[config.mk]
export PLATFORM = sky130hd
export DESIGN_NAME = seg7_scan_ctrl
export DESIGN_NICKNAME = d
export VERILOG_FILES = /design/src/rtl/seg7_pkg.sv /design/src/rtl/seven_seg.sv /design/src/rtl/seg7_scan_ctrl.sv
export SDC_FILE = /design/constraint.sdc
export NUM_CORES = 1
export LEC_CHECK = 0
export CAP_MARGIN = 20
export CORE_MARGIN = 1.5
export CORE_UTILIZATION = 35
export DETAILED_ROUTE_END_ITERATION = 10
export GPL_TIMING_DRIVEN = 1
export PLACE_DENSITY = 0.53
export SYNTH_ARGS = -nofsm -noshare
export SYNTH_HDL_FRONTEND = slang
export SYNTH_HIERARCHICAL = 1
export SYNTH_SLANG_ARGS = --single-unit
[constraint.sdc]
create_clock -name iCLK -period 6.45 [get_ports iCLK]
set_input_delay 0.645 -clock iCLK [delete_from_list [all_inputs] [get_ports iCLK]]
set_output_delay 0.645 -clock iCLK [all_outputs]
set_load 0.05 [all_outputs]
[src/rtl/seg7_pkg.sv]
// seg7_pkg: shared constants and types for the seven-segment scan controller.
//   SEG7_BLANK - active-low segment pattern with every segment dark
//   NIB_BLANK  - nibble code the decoder renders as a blank digit
//   NIB_DASH   - nibble code the decoder renders as a centre dash (sign)
//   scanState_e - per-slot phase: StGuard (anti-ghost blank) or StShow (lit)
package seg7_pkg;

  localparam logic [6:0] SEG7_BLANK = 7'h7F;
  localparam logic [3:0] NIB_BLANK  = 4'hF;
  localparam logic [3:0] NIB_DASH   = 4'hE;

  typedef enum logic {StGuard, StShow} scanState_e;

endpackage

[src/rtl/seven_seg.sv]
// seven_seg: combinational hex to seven-segment decoder, active-low outputs.
// Ports:
//   iNIB  [3:0] - nibble to display; NIB_DASH shows a dash, NIB_BLANK shows nothing
//   oSEG7 [6:0] - active-low segments {g,f,e,d,c,b,a}
module seven_seg
  import seg7_pkg::*;
(
  input  logic [3:0] iNIB,
  output logic [6:0] oSEG7
);

  always_comb begin
    oSEG7 = SEG7_BLANK;
    case (iNIB)
      4'h0:      oSEG7 = 7'b1000000;
      4'h1:      oSEG7 = 7'b1111001;
      4'h2:      oSEG7 = 7'b0100100;
      4'h3:      oSEG7 = 7'b0110000;
      4'h4:      oSEG7 = 7'b0011001;
      4'h5:      oSEG7 = 7'b0010010;
      4'h6:      oSEG7 = 7'b0000010;
      4'h7:      oSEG7 = 7'b1111000;
      4'h8:      oSEG7 = 7'b0000000;
      4'h9:      oSEG7 = 7'b0010000;
      4'hA:      oSEG7 = 7'b0001000;
      4'hB:      oSEG7 = 7'b0000011;
      4'hC:      oSEG7 = 7'b1000110;
      4'hD:      oSEG7 = 7'b0100001;
      NIB_DASH:  oSEG7 = 7'b0111111;
      NIB_BLANK: oSEG7 = SEG7_BLANK;
      default:   oSEG7 = SEG7_BLANK;
    endcase
  end

endmodule

[src/rtl/seg7_scan_ctrl.sv]
// seg7_scan_ctrl: time-multiplexed scan of NDIG common-anode digits through one
// shared seven_seg decoder, with a blank guard at each slot start and a
// double-buffered display value that only changes on frame boundaries.
// Optional feature: define SEG7_LZB_EN for leading-zero blanking (digit 0 never blanked).
// Parameters: NDIG (1..8), PRESCALE (cycles per slot, >= GUARD+2), GUARD (>= 1).
// Ports:
//   iCLK, iRST_N      - clock, asynchronous active-low reset
//   iDATA [4*NDIG-1:0] - packed nibbles, digit 0 rightmost
//   iDIG_EN [NDIG-1:0] - live per-digit enable
//   iLOAD             - capture iDATA into the shadow register
//   oSEG7 [6:0]       - active-low segments {g,f,e,d,c,b,a}, registered
//   oAN [NDIG-1:0]    - active-low digit select, registered
//   oFRAME            - one-cycle pulse on the first cycle of each frame
//   oPEND             - shadow holds data not yet promoted to the active value
module seg7_scan_ctrl
  import seg7_pkg::*;
#(
  parameter int unsigned NDIG     = 4,
  parameter int unsigned PRESCALE = 50000,
  parameter int unsigned GUARD    = 8
) (
  input  logic              iCLK,
  input  logic              iRST_N,
  input  logic [4*NDIG-1:0] iDATA,
  input  logic [NDIG-1:0]   iDIG_EN,
  input  logic              iLOAD,
  output logic [6:0]        oSEG7,
  output logic [NDIG-1:0]   oAN,
  output logic              oFRAME,
  output logic              oPEND
);

  localparam int unsigned CntW = $clog2(PRESCALE);
  localparam int unsigned IdxW = (NDIG > 1) ? $clog2(NDIG) : 1;

  logic [CntW-1:0]   cntQ, cntD;
  logic [IdxW-1:0]   idxQ, idxD;
  scanState_e        stateQ, stateD;
  logic [4*NDIG-1:0] shadowQ, shadowD;
  logic [4*NDIG-1:0] activeQ, activeD;
  logic              pendQ, pendD;
  logic [6:0]        segQ, segD;
  logic [NDIG-1:0]   anQ, anD;
  logic              frameQ, frameD;

  logic              slotEnd, frameWrap;
  logic [4*NDIG-1:0] dispData;
  logic [3:0]        nib;
  logic [6:0]        decSeg;

  assign slotEnd   = (cntQ == CntW'(PRESCALE - 1));
  assign frameWrap = slotEnd && (idxQ == IdxW'(NDIG - 1));

  // Counter, slot index and double buffer
  always_comb begin
    cntD    = slotEnd ? '0 : cntQ + CntW'(1);
    idxD    = idxQ;
    if (slotEnd) idxD = frameWrap ? '0 : idxQ + IdxW'(1);
    stateD  = (cntD < CntW'(GUARD)) ? StGuard : StShow;
    shadowD = shadowQ;
    activeD = activeQ;
    pendD   = pendQ;
    frameD  = frameWrap;
    if (frameWrap && pendQ) begin
      activeD = shadowQ;
      pendD   = 1'b0;
    end
    if (iLOAD) begin
      shadowD = iDATA;
      // A load landing on the wrap edge goes straight to the new frame.
      if (frameWrap) activeD = iDATA;
      else           pendD   = 1'b1;
    end
  end

`ifdef SEG7_LZB_EN
  // Blank zeros from the top digit down until the first nonzero nibble.
  always_comb begin
    logic leading;
    dispData = activeQ;
    leading  = 1'b1;
    for (int i = int'(NDIG) - 1; i >= 1; i--) begin
      if (leading && (activeQ[4*i +: 4] == 4'h0)) dispData[4*i +: 4] = NIB_BLANK;
      else                                       leading = 1'b0;
    end
  end
`else
  assign dispData = activeQ;
`endif

  // Slot mux written as a compare loop so non-power-of-two NDIG stays in range
  always_comb begin
    nib = NIB_BLANK;
    for (int i = 0; i < int'(NDIG); i++) begin
      if (idxQ == IdxW'(i)) nib = dispData[4*i +: 4];
    end
  end

  seven_seg uDec (
    .iNIB  (nib),
    .oSEG7 (decSeg)
  );

  always_comb begin
    segD = (stateQ == StShow) ? decSeg : SEG7_BLANK;
    anD  = '1;
    for (int i = 0; i < int'(NDIG); i++) begin
      anD[i] = !((stateQ == StShow) && (idxQ == IdxW'(i)) && iDIG_EN[i]);
    end
  end

  always_ff @(posedge iCLK or negedge iRST_N) begin
    if (!iRST_N) begin
      cntQ    <= '0;
      idxQ    <= '0;
      stateQ  <= StGuard;
      shadowQ <= {NDIG{NIB_BLANK}};
      activeQ <= {NDIG{NIB_BLANK}};
      pendQ   <= 1'b0;
      segQ    <= SEG7_BLANK;
      anQ     <= '1;
      frameQ  <= 1'b0;
    end else begin
      cntQ    <= cntD;
      idxQ    <= idxD;
      stateQ  <= stateD;
      shadowQ <= shadowD;
      activeQ <= activeD;
      pendQ   <= pendD;
      segQ    <= segD;
      anQ     <= anD;
      frameQ  <= frameD;
    end
  end

  assign oSEG7  = segQ;
  assign oAN    = anQ;
  assign oFRAME = frameQ;
  assign oPEND  = pendQ;

endmodule

**After elaboration in Yosys (flattened, before gate mapping)**

Memory sizes are Yosys's and may differ from the RTL's.
Cells that the tools add are included.

- Add/subtract/negate cells: 2
- Magnitude comparators: 1
- Equality and inequality tests: 4
- Mux-type cells: 14
- Reductions and logical operators: 15

Operator list:

| cell | count |
|---|---|
| 16-bit 2-to-1 mux | 4 |
| 16-bit by 1-bit adder with 16-bit output, second input constant | 1 |
| 16-bit == test, second input constant | 1 |
| 16-bit by 4-bit < comparator with 1-bit output, second input constant | 1 |
| 4-bit 2-to-1 mux | 4 |
| 1-bit logical AND | 10 |
| 7-bit 2-to-1 mux | 1 |
| 2-bit == test, second input constant | 2 |
| 1-bit zero test | 4 |
| 1-bit 2-to-1 mux | 4 |
| 2-bit by 1-bit adder with 2-bit output, second input constant | 1 |
| 2-bit by 1-bit == test with 1-bit output, second input constant | 1 |
| 2-bit zero test | 1 |
| 2-bit 2-to-1 mux | 1 |

- Flip-flop bits (word level): 64
- Bits in read-only memories: 112
- Bits of input ports: 23
- Logic and storage cells: 46
- Memories: 1

Memories:

| name | depth | width | rd ports | clocked after Yosys merged registers in | wr ports | RTL line | source |
|---|---|---|---|---|---|---|---|
| (name not given) | 16 | 7 | 1 | 0 | 0 | seven_seg.sv:14 | `case (iNIB)` |

**Longest topological paths before layout**

Gate-level depths: netlist (run 1).
An unclocked memory read counts as a cell.

- Depth after elaboration: 7
- Gate-level depth with buffers: 13
- Gate-level depth less buffers: 13

**By module**

The synthesis (run 1) kept the hierarchy.

Modules (own cells, without submodules):

| module | instances | cells each | area an instance (µm²) |
|---|---|---|---|
| seg7_scan_ctrl | 1 | 275 | 3145.5 |
| seven_seg | 1 | 30 | 255.2 |

**Worst setup path before layout (run 1)**

No wires, ideal clock.

- Path type: reg-to-reg
- Start point: register idxQ[1]
- End point: register segQ[3], in the netlist oSEG7[3]
- Library setup time: 0.088 ns
- Arrival: 2.219 ns
- Path slack: 4.144 ns
- Stages on the path, launching flop included: 13
- Clock period less this slack: 2.306 ns
- Cell sequence: dfrtp_1 -> inv_1 -> ha_1 -> inv_1 -> nand2_1 -> o22ai_1 -> o21ai_0 -> mux2_2 -> inv_1 -> ha_1 -> inv_1 -> mux4_2 -> nand2b_1

- Word-level cells in the longest chain between the ends: 7
- Elaborated cells on any way between the ends: 10
- Classes of those cells: eq/ne (3); mux (5); reduce/logical (1); memory (1)

Ends and longest elaborated chain:

| what | RTL line | source |
|---|---|---|
| start: declaration | seg7_scan_ctrl.sv:37 | `logic [IdxW-1:0] idxQ, idxD;` |
| start signal: assignment | seg7_scan_ctrl.sv:125 | `idxQ <= idxD;` |
| 2-bit zero test | seg7_scan_ctrl.sv:95 | `if (idxQ == IdxW'(i)) nib = dispData[4*i +: 4];` |
| 4-bit 2-to-1 mux (3 in a row) | seg7_scan_ctrl.sv:95 |  |
| 4-bit 2-to-1 mux (*) | seg7_scan_ctrl.sv:95 |  |
| net nib[1] | seg7_scan_ctrl.sv:48 | `logic [3:0] nib;` |
| memory read 16 x 7 bit (*) | -- |  |
| net decSeg[3] | seg7_scan_ctrl.sv:49 | `logic [6:0] decSeg;` |
| 7-bit 2-to-1 mux (*) | seg7_scan_ctrl.sv:105 | `segD = (stateQ == StShow) ? decSeg : SEG7_BLANK;` |
| net segD[3] | seg7_scan_ctrl.sv:42 | `logic [6:0] segQ, segD;` |
| end signal: assignment | seg7_scan_ctrl.sv:130 | `segQ <= segD;` |
| end: declaration | seg7_scan_ctrl.sv:42 |  |

The timed path passes the listed nets; every way through them passes the cells marked *.
A chain may end at the register's enable or synchronous reset.

**Worst setup path in the final report (run 1)**

- Start point: input port iLOAD
- End point: register activeQ[12]

- Word-level cells in the longest chain between the ends: 1

Ends and longest elaborated chain:

| what | RTL line | source |
|---|---|---|
| start: declaration | seg7_scan_ctrl.sv:26 | `input logic iLOAD,` |
| 16-bit 2-to-1 mux | seg7_scan_ctrl.sv:68 | `if (iLOAD) begin` |
| net activeD[12] | seg7_scan_ctrl.sv:40 | `logic [4*NDIG-1:0] activeQ, activeD;` |
| end signal: assignment | seg7_scan_ctrl.sv:118 | `activeQ <= {NDIG{NIB_BLANK}};` |
| end signal: assignment | seg7_scan_ctrl.sv:128 | `activeQ <= activeD;` |
| end: declaration | seg7_scan_ctrl.sv:40 |  |

The timed path passes the listed nets, and every way through them passes these cells.

==> flow_summary.json, run 1 <==
{
  "status": "complete, no violations",
  "nFillCells": 900,
  "yosysMostFrequentCell": "dfstp_2",
  "grt_pass1_vias": 2232,
  "finalCoreUtilization": 0.431,
  "ant_nets": 0,
  "hold_viol": 0,
  "grt.overflow.total": 0,
  "reg2reg_to": "oSEG7[3]$_DFF_PN1_",
  "rsz0062_at_grt": "false",
  "n_antenna_cell": 0,
  "synth_top_area_frac": 0.332,
  "place_congestion": 0.773,
  "clk_pin_slew_worst_paths_ns": 0.07,
  "dieArea_um2": 10300,
  "ctsRootBufferMaster": "clkbuf_8",
  "drt_iter0_drc": 69,
  "crit_type": "in2reg",
  "core_um2": 9330,
  "grt_pass1_wl_um": 11100,
  "required_ns": 6.73,
  "regArea_um2": 1660,
  "num_vias": 2324,
  "fin_nets": 366,
  "synth_fp_nets": 339,
  "syn_avg_cell_area_um2": 11.2,
  "cts_tree": "built",
  "synth-adder-area-share": 0.0405,
  "min_period_over_period": 0.467,
  "arrival_ns": 3.30,
  "cts_inserted_buffers": 9,
  "fin_ws_ns": 3.44,
  "synth-compound-area-share": 0.154,
  "synthFlopType": "dfstp_2",
  "fin_area_um2": 4020,
  "yosysWarnings": 6,
  "drt-total-wl_um": 6490,
  "place_area_um2": 3790,
  "muxShareOfSynthArea": 0.0780,
  "drc": 0,
  "synth-xor-area-share": 0.0438,
  "multi_input_area_um2": 1560,
  "rrSetupSlack_ns": 3.74,
  "io_pins": 36,
  "clk_latency_ns": 0.35,
  "routed_via_density": 4.99,
  "clockBufferDepth": 2,
  "post-place-cells": 450,
  "synthDistinctLibCells": 51,
  "rows": 35,
  "slew_viol_final": 0,
  "tightest_slew_ns": 0.893,
  "cap_viol_max_count": 0,
  "crit_path_start_kind": "primary input",
  "rr_worst_depth": 12,
  "peakVddDrop_mv": 0.0889,
  "track_usage": 0.141,
  "synth_area_leader_cell": "dfstp_2",
  "fin_skew_ns": 0.0114,
  "leakagePower_nw": 1.59,
  "fin_hold_ws_ns": 0.466,
  "synthSimpleGateAreaFrac": 0.141,
  "ys_seq_elements": 64,
  "fin_cells": 466,
  "firstDrtPassIters": 4,
  "path_max_fanout": 23,
  "syn_inst": 305,
  "grt_max_degree": 65,
  "period_needed_ns": 3.01,
  "cp-end-kind": "register",
  "die_w_um": 102,
  "synth_top_family_by_area": "compound AO/OA/AOI/OAI gates",
  "timing.slew.headroom": 0.403,
  "holdBufCountCts": 0,
  "hold_class": "in2async",
  "ys_top_cells_by_area": "dfstp_2 33%, dfrtp_1 15%, mux2_2 5.3%",
  "fp.dieH_um": 102,
  "synthToLayoutAreaGrowth_pct": 18.2,
  "io_buffers": 35,
  "power_mw": 0.870,
  "fmax_ghz": 0.332,
  "synth_commonest_cells": "43 x dfstp_2, 21 x dfrtp_1, 20 x nor2_1, 20 x o22ai_1, 18 x nand2_1",
  "crit_start": "iLOAD",
  "drive_above_1_share": 0.294,
  "power.density_nw_per_um2": 216,
  "synth_sequential_area_ratio": 0.487,
  "synth-edff-count": 0,
  "cts_setup_buffers": 0,
  "antenna_found_initial": 0,
  "wire_per_inst_um": 13.9,
  "clock_sinks": 64,
  "start_util": 0.365,
  "pre_cts_ws_ns": 3.00,
  "syn_area_um2": 3400,
  "tns_ns": 0,
  "r2r-start": "idxQ[1]$_DFFE_PN0N_",
  "hpwl_um": 4470,
  "ctsResizeCount": 0,
  "setup_viol": 0,
  "ctsHtreeMaxLevel": 3,
  "async_flop_share": 1.00
}
critical path, cell delays in order:
cell,delay (ns)
clkdlybuf4s50_1,1.06
clkinv_1,0.68
nand2_1,0.55
o22ai_1,0.19
a2bb2oi_2,0.16
worst max-delay path by stage:
stage	end	slack, ns	cells past startpoint
after global placement	activeQ[14]$_DFF_PN1_	3.09	5
after global routing	activeQ[1]$_DFF_PN1_	3.18	5
after detailed placement	activeQ[6]$_DFF_PN1_	3.00	5
final	activeQ[12]$_DFF_PN1_	3.44	5
after CTS	activeQ[6]$_DFF_PN1_	3.37	5
after floorplan	oSEG7[3]$_DFF_PN1_	4.14	12
sequential cells by signal (all words and copies together), names as in the netlist:
signal,count
activeQ,16
cntQ,16
idxQ,2
oAN,4
oFRAME,1
oPEND,1
oSEG7,7
shadowQ,16
stateQ,1
power by group:
group | total [mW] | switching, mW | internal [mW]
clock network | 0.398 | 0.168 | 0.230
registers | 0.424 | 0.00448 | 0.420
logic | 0.0481 | 0.0244 | 0.0237
total | 0.870 | 0.197 | 0.673
placed cells by master (no fill, tap or decap), drive strengths merged, types with 7 or more instances in the layout:
cell	netlist	final
nand4	7	7
a2bb2oi	13	13
clkdlybuf4s50	0	34
nand3	11	11
a21oi	10	10
mux2	16	16
o22ai	20	20
dfrtp	21	21
nand2b	8	8
o21ai	14	14
nand2	18	18
xor2	9	9
xnor2	8	8
dfstp	43	43
ha	11	11
clkbuf	10	10
nor2	20	20
inv	15	16
cell families after synthesis:
| family | count (synthesis) |
|---|---|
| fa+ha+maj | 11 |
| xor+xnor | 17 |
| flops | 64 |
| compound gates | 69 |
| simple gates | 87 |
| buf+inv | 37 |
| mux | 20 |
per-layer routing:
| layer | share of wire | track usage | up-vias |
|---|---|---|---|
| met5 | 0 | 0 | - |
| met1 | 0.49 | 0.193 | 1119 |
| met4 | 0.019 | 0.0609 | 0 |
| li1 | - | - | 1150 |
| met2 | 0.45 | 0.209 | 44 |
| met3 | 0.044 | 0.0393 | 11 |
cell type report:
cell class | count | area share
Clock buffer | 10 | 0.0342
Multi-Input combinational cell | 204 | 0.387
Timing Repair Buffer | 37 | 0.0896
Tap cell | 129 | 0.0401
Inverter | 16 | 0.0149
Sequential cell | 64 | 0.412
Clock inverter | 6 | 0.0227
No activity file was read; power rests on OpenSTA's default activity.
==> inputs of run 2 (changes only) <==
Clock period 6.45 ns to 3.11 ns, I/O delays scaled along.
==> run 2 against run 1 <==
Net effect:
- wire length grew 2.5%
- non-clock buffer count rose by 5
- first-iteration DRC count decreased by 28%
- clock power is 79% higher
- register-to-register slack lost 3.2 ns
- total power is 95% higher
- critical path type is now reg2reg
- worst setup slack worse by 2.9 ns
- critical path depth is 7 higher
==> flow_summary.json, run 2 (synthesis results as in run 1) <==
{
  "fin_nets": 371,
  "timing.slew.headroom": 0.574,
  "crit_family": "multiplexers",
  "rows": 35,
  "hold_class": "reg2reg",
  "min_period_over_period": 0.830,
  "crit_type": "reg2reg",
  "grt.overflow.total": 0,
  "hpwl_um": 4630,
  "reg_top3": "activeQ x16, cntQ x16, shadowQ x16",
  "p_sw_mw": 0.410,
  "drt_iter0_drc": 50,
  "io_pins": 36,
  "arrival_ns": 2.84,
  "antenna_found_initial": 0,
  "most-common-layout-cells": "43 x dfstp_2, 34 x clkdlybuf4s50_1, 21 x dfrtp_1",
  "crit_path_start_kind": "register",
  "clk_latency_ns": 0.35,
  "ctsHtreeMaxLevel": 3,
  "combPwrFrac": 0.062,
  "cpMostUsedCell": "inv_1",
  "grt_busiest_layer": "met1",
  "final_common_cell": "dfstp_2",
  "grt_pass1_wl_um": 11400,
  "path_max_fanout": 8,
  "status": "complete, no violations",
  "drive_above_1_share": 0.301,
  "dieArea_um2": 10300,
  "tns_ns": 0,
  "num_vias": 2342,
  "peakVddDrop_mv": 0.189,
  "firstDrtPassIters": 4,
  "fp.dieH_um": 102,
  "fin_hold_ws_ns": 0.479,
  "ant_nets": 0,
  "wire_per_inst_um": 14.1,
  "fin_skew_ns": 0.0119,
  "required_ns": 3.37,
  "nFillCells": 908,
  "hold_viol": 0,
  "cp-end-kind": "register",
  "tightest_slew_ns": 0.634,
  "setup_viol": 0,
  "leakagePower_nw": 1.61,
  "grtUsageMet1": 0.209,
  "slew_viol_final": 0,
  "track_usage": 0.144,
  "switching_share": 0.242,
  "die_w_um": 102,
  "clockBufferDepth": 2,
  "ctsRootBufferMaster": "clkbuf_8",
  "drc": 0,
  "met3_usage": 0.0435,
  "rrSetupSlack_ns": 0.53,
  "cpPeakStageDelay_ns": 0.44,
  "cts_setup_buffers": 0,
  "io_buffers": 35,
  "slowest_stage": "mux4_2",
  "n_antenna_cell": 0,
  "grt_pass1_vias": 2253,
  "power.density_nw_per_um2": 419,
  "synthToLayoutAreaGrowth_pct": 18.9,
  "seqPwrFrac": 0.518,
  "grt_max_degree": 65,
  "clk_pin_slew_worst_paths_ns": 0.08,
  "place_congestion": 0.804,
  "crit_buf_inv": 4,
  "rsz0062_at_grt": "false",
  "core_um2": 9330,
  "cap_viol_max_count": 0,
  "cts_tree": "built",
  "period_needed_ns": 2.58,
  "clock_sinks": 64,
  "pwr-share-clk": 0.420,
  "p_int_mw": 1.29,
  "path_cells": "inv_1 > ha_1 > inv_1 > nand2_1 > o22ai_1 > o21ai_0 > mux2_2 > inv_1 > ha_1 > inv_1 > mux4_2 > nand2b_1",
  "start_util": 0.365,
  "met2_usage": 0.199,
  "cts_inserted_buffers": 9,
  "fmax_ghz": 0.388,
  "routed_via_density": 4.97,
  "drt-total-wl_um": 6660
}
## run 2: cell type report
class | instances | area, um2 | area share
Inverter | 16 | 60.1 | 0.0148
Sequential cell | 64 | 1660 | 0.409
Timing Repair Buffer | 42 | 413 | 0.102
Clock inverter | 5 | 37.5 | 0.00928
Tap cell | 129 | 161 | 0.0399
Multi-Input combinational cell | 204 | 1560 | 0.384
Clock buffer | 11 | 163 | 0.0402
## run 2: power by group through the flow
stage                     combinational (mW)  sequential (mW)  clock (mW)
after floorplan                       0.0429            0.893           0
after global placement                 0.107            0.892           0
after detailed placement               0.107            0.892           0
after CTS                              0.108            0.878       0.733
after global routing                   0.118            0.881       0.770
final                                  0.106            0.878       0.712
## run 2: what timing repair did
item / 4_1_cts / 5_1_grt
endpoints found under the setup margin: 0 / 0
hold buffers: 1 / 0
gates resized for setup: 0 / 0
hold endpoints to repair: 21 / 0
## run 2: worst paths after layout
path / cells past startpoint / endpoint / start
max: 12 / oSEG7[3]$_DFF_PN1_ / idxQ[1]$_DFFE_PN0N_
min: 1 / cntQ[0]$_DFF_PN0_ / cntQ[0]$_DFF_PN0_
max reg2reg: 12 / oSEG7[3]$_DFF_PN1_ / idxQ[1]$_DFFE_PN0N_
min reg2reg: 1 / cntQ[0]$_DFF_PN0_ / cntQ[0]$_DFF_PN0_
max in group asynchronous: 3 / oSEG7[0]$_DFF_PN1_ / iRST_N
min in group asynchronous: 3 / idxQ[1]$_DFFE_PN0N_ / iRST_N
## run 2: through the flow
| step | cells | total power, mW | worst slack, ns | area, um2 | util |
|---|---|---|---|---|---|
| after detailed placement | 454 | 0.999 | 0.560 | 3830 | 0.411 |
| after global placement | 454 | 0.998 | 0.674 | 3830 | 0.411 |
| after floorplan | 305 | 0.936 | 0.804 | 3400 | - |
| after CTS | 471 | 1.72 | 0.532 | 4050 | 0.434 |
| final | 471 | 1.70 | 0.530 | 4050 | 0.434 |
| after global routing | 471 | 1.77 | 0.282 | 4050 | 0.434 |
## run 2: routing by layer
metal,share of wire,vias up
met4,0.016,0
met2,0.43,42
li1,-,1160
met1,0.51,1131
met5,0,-
met3,0.043,9
==> inputs of run 3 (changes only) <==
Settings changed: PLACE_DENSITY 0.53 to 0.55.
Clock period 3.11 ns to 2.3 ns, I/O delays scaled along.
==> run 3 against run 2 <==
Net effect:
- critical path depth decreased by 2
- register-to-register slack got worse by 0.45 ns
- cell area increased by 7.0%
- clock skew increased by 0.0012 ns
- total power increased by 35%
- critical endpoint unchanged
==> flow_summary.json, run 3 (synthesis results as in run 1) <==
{
  "status": "complete, no violations",
  "combPwrFrac": 0.063,
  "crit_family": "multiplexers",
  "crit_type": "reg2reg",
  "crit_buf_inv": 2,
  "ctsRootBufferMaster": "clkbuf_8",
  "clk_latency_ns": 0.34,
  "antenna_found_initial": 0,
  "reg2reg_to": "oSEG7[3]$_DFF_PN1_",
  "hold_end": "oAN[3]$_DFF_PN1_",
  "ctsHtreeMaxLevel": 3,
  "routed_via_density": 5.03,
  "fin_skew_ns": 0.0131,
  "cap_viol_max_count": 0,
  "leakagePower_nw": 1.74,
  "arrival_ns": 2.48,
  "io_buffers": 35,
  "tightest_slew_ns": 0.547,
  "n_antenna_cell": 0,
  "drt_iter0_drc": 75,
  "fin_cells": 495,
  "crit_path_start_kind": "register",
  "drc": 0,
  "r2r-start": "idxQ[0]$_DFFE_PN0N_",
  "firstDrtPassIters": 4,
  "rrSetupSlack_ns": 0.08,
  "pre_cts_ws_ns": -0.138,
  "holdPathStages": 2,
  "grt_pass1_wl_um": 11600,
  "grt_max_degree": 44,
  "cts_inserted_buffers": 9,
  "most-common-layout-cells": "43 x dfstp_2, 34 x clkdlybuf4s50_1, 28 x buf_4",
  "rows": 35,
  "fin_ws_ns": 0.0822,
  "drt-total-wl_um": 7150,
  "place_congestion": 0.871,
  "grt.overflow.total": 0,
  "finalCoreUtilization": 0.464,
  "cpPeakStageDelay_ns": 0.46,
  "peakVddDrop_mv": 0.325,
  "period_needed_ns": 2.22,
  "switching_share": 0.234,
  "rr_worst_depth": 10,
  "fp.dieH_um": 102,
  "worst_hold_startpoint": "iDIG_EN[3]",
  "reg_top3": "activeQ x16, cntQ x16, shadowQ x16",
  "core_um2": 9330,
  "fmax_ghz": 0.451,
  "num_vias": 2489,
  "cts_tree": "built",
  "hold_class": "in2reg",
  "slew_viol_final": 0,
  "drive_above_1_share": 0.396,
  "clock_sinks": 64,
  "path_cells": "ha_4 > inv_4 > nand2_4 > o22ai_2 > o21ai_1 > mux2_4 > buf_12 > ha_2 > mux4_2 > nand2b_4",
  "grt_pass1_vias": 2349,
  "clk_pin_slew_worst_paths_ns": 0.08,
  "start_util": 0.365,
  "tns_ns": 0,
  "clockBufferDepth": 2,
  "p_sw_mw": 0.535,
  "path_max_fanout": 4,
  "io_pins": 36,
  "power.density_nw_per_um2": 528,
  "setup_viol": 0,
  "timing.slew.headroom": 0.632,
  "p_int_mw": 1.75,
  "nFillCells": 887,
  "required_ns": 2.56,
  "die_w_um": 102,
  "hpwl_um": 5040,
  "wire_per_inst_um": 14.4,
  "seqPwrFrac": 0.520,
  "track_usage": 0.146,
  "pwr-share-clk": 0.417,
  "ant_nets": 0,
  "synthToLayoutAreaGrowth_pct": 27.3,
  "post-place-cells": 476,
  "fin_nets": 395,
  "cp-end-kind": "register",
  "slowest_stage": "dfrtp_2",
  "final_common_cell": "dfstp_2",
  "hold_viol": 0,
  "min_period_over_period": 0.964,
  "dieArea_um2": 10300
}
==> run 3: cell count changes in the layout (fill, tap and decap cells not counted), moves of 3 or more <==
| cell | change |
|---|---|
| inv_4 | +5 |
| buf_4 | +23 |
| inv_1 | -5 |
| ha_4 | +3 |
| ha_2 | +3 |
| ha_1 | -6 |
==> run 3: final cells by class <==
class / instances / area, um2 / area share
Sequential cell: 64 / 1660 / 0.383
Multi-Input combinational cell: 204 / 1640 / 0.379
Timing Repair Buffer: 66 / 606 / 0.140
Tap cell: 129 / 161 / 0.0373
Clock buffer: 9 / 124 / 0.0286
Clock inverter: 7 / 71.3 / 0.0165
Inverter: 16 / 70.1 / 0.0162
==> run 3: power groups by stage <==
| stage | combinational [mW] | sequential, mW | clock (mW) |
|---|---|---|---|
| after floorplan | 0.0581 | 1.21 | 0 |
| after global placement | 0.145 | 1.21 | 0 |
| after detailed placement | 0.145 | 1.21 | 0 |
| after CTS | 0.148 | 1.19 | 0.988 |
| after global routing | 0.160 | 1.19 | 1.04 |
| final | 0.144 | 1.19 | 0.952 |
==> run 3: layer usage <==
metal	up-vias	wire length, um	GRT usage
li1	1208	-	-
met1	1223	3630	0.214
met2	49	3170	0.208
met3	9	250	0.0290
met4	0	105	0.0641
met5	-	0	0
==> run 3: repair_timing <==
action,in CTS,in global routing
buffers inserted,1,1
pin swaps,1,3
endpoints found under the setup margin,3,4
endpoints found under the hold margin,1,0
hold buffers,1,0
resized for setup,7,21
==> run 3: per-stage QoR <==
stage                     cell area, um2  hold slack [ns]  power [mW]
after floorplan                     3410          -0.0656        1.27
after global placement              4010            0.236        1.35
after detailed placement            4010            0.245        1.35
after CTS                           4240            0.382        2.32
after global routing                4330            0.402        2.39
final                               4330            0.398        2.28
==> run 3: how the worst max path moves through the flow <==
stage | startpoint | end | slack [ns] | cells after the start
CTS | idxQ[0]$_DFFE_PN0N_ | oSEG7[0]$_DFF_PN1_ | 0.002 | 11
finish | idxQ[0]$_DFFE_PN0N_ | oSEG7[3]$_DFF_PN1_ | 0.08 | 10
floorplan | idxQ[1]$_DFFE_PN0N_ | oSEG7[3]$_DFF_PN1_ | 0.02 | 12
global route | idxQ[0]$_DFFE_PN0N_ | oSEG7[0]$_DFF_PN1_ | -0.02 | 9
global placement | idxQ[0]$_DFFE_PN0N_ | oSEG7[0]$_DFF_PN1_ | -0.03 | 11
detailed placement | idxQ[0]$_DFFE_PN0N_ | oSEG7[0]$_DFF_PN1_ | -0.14 | 11
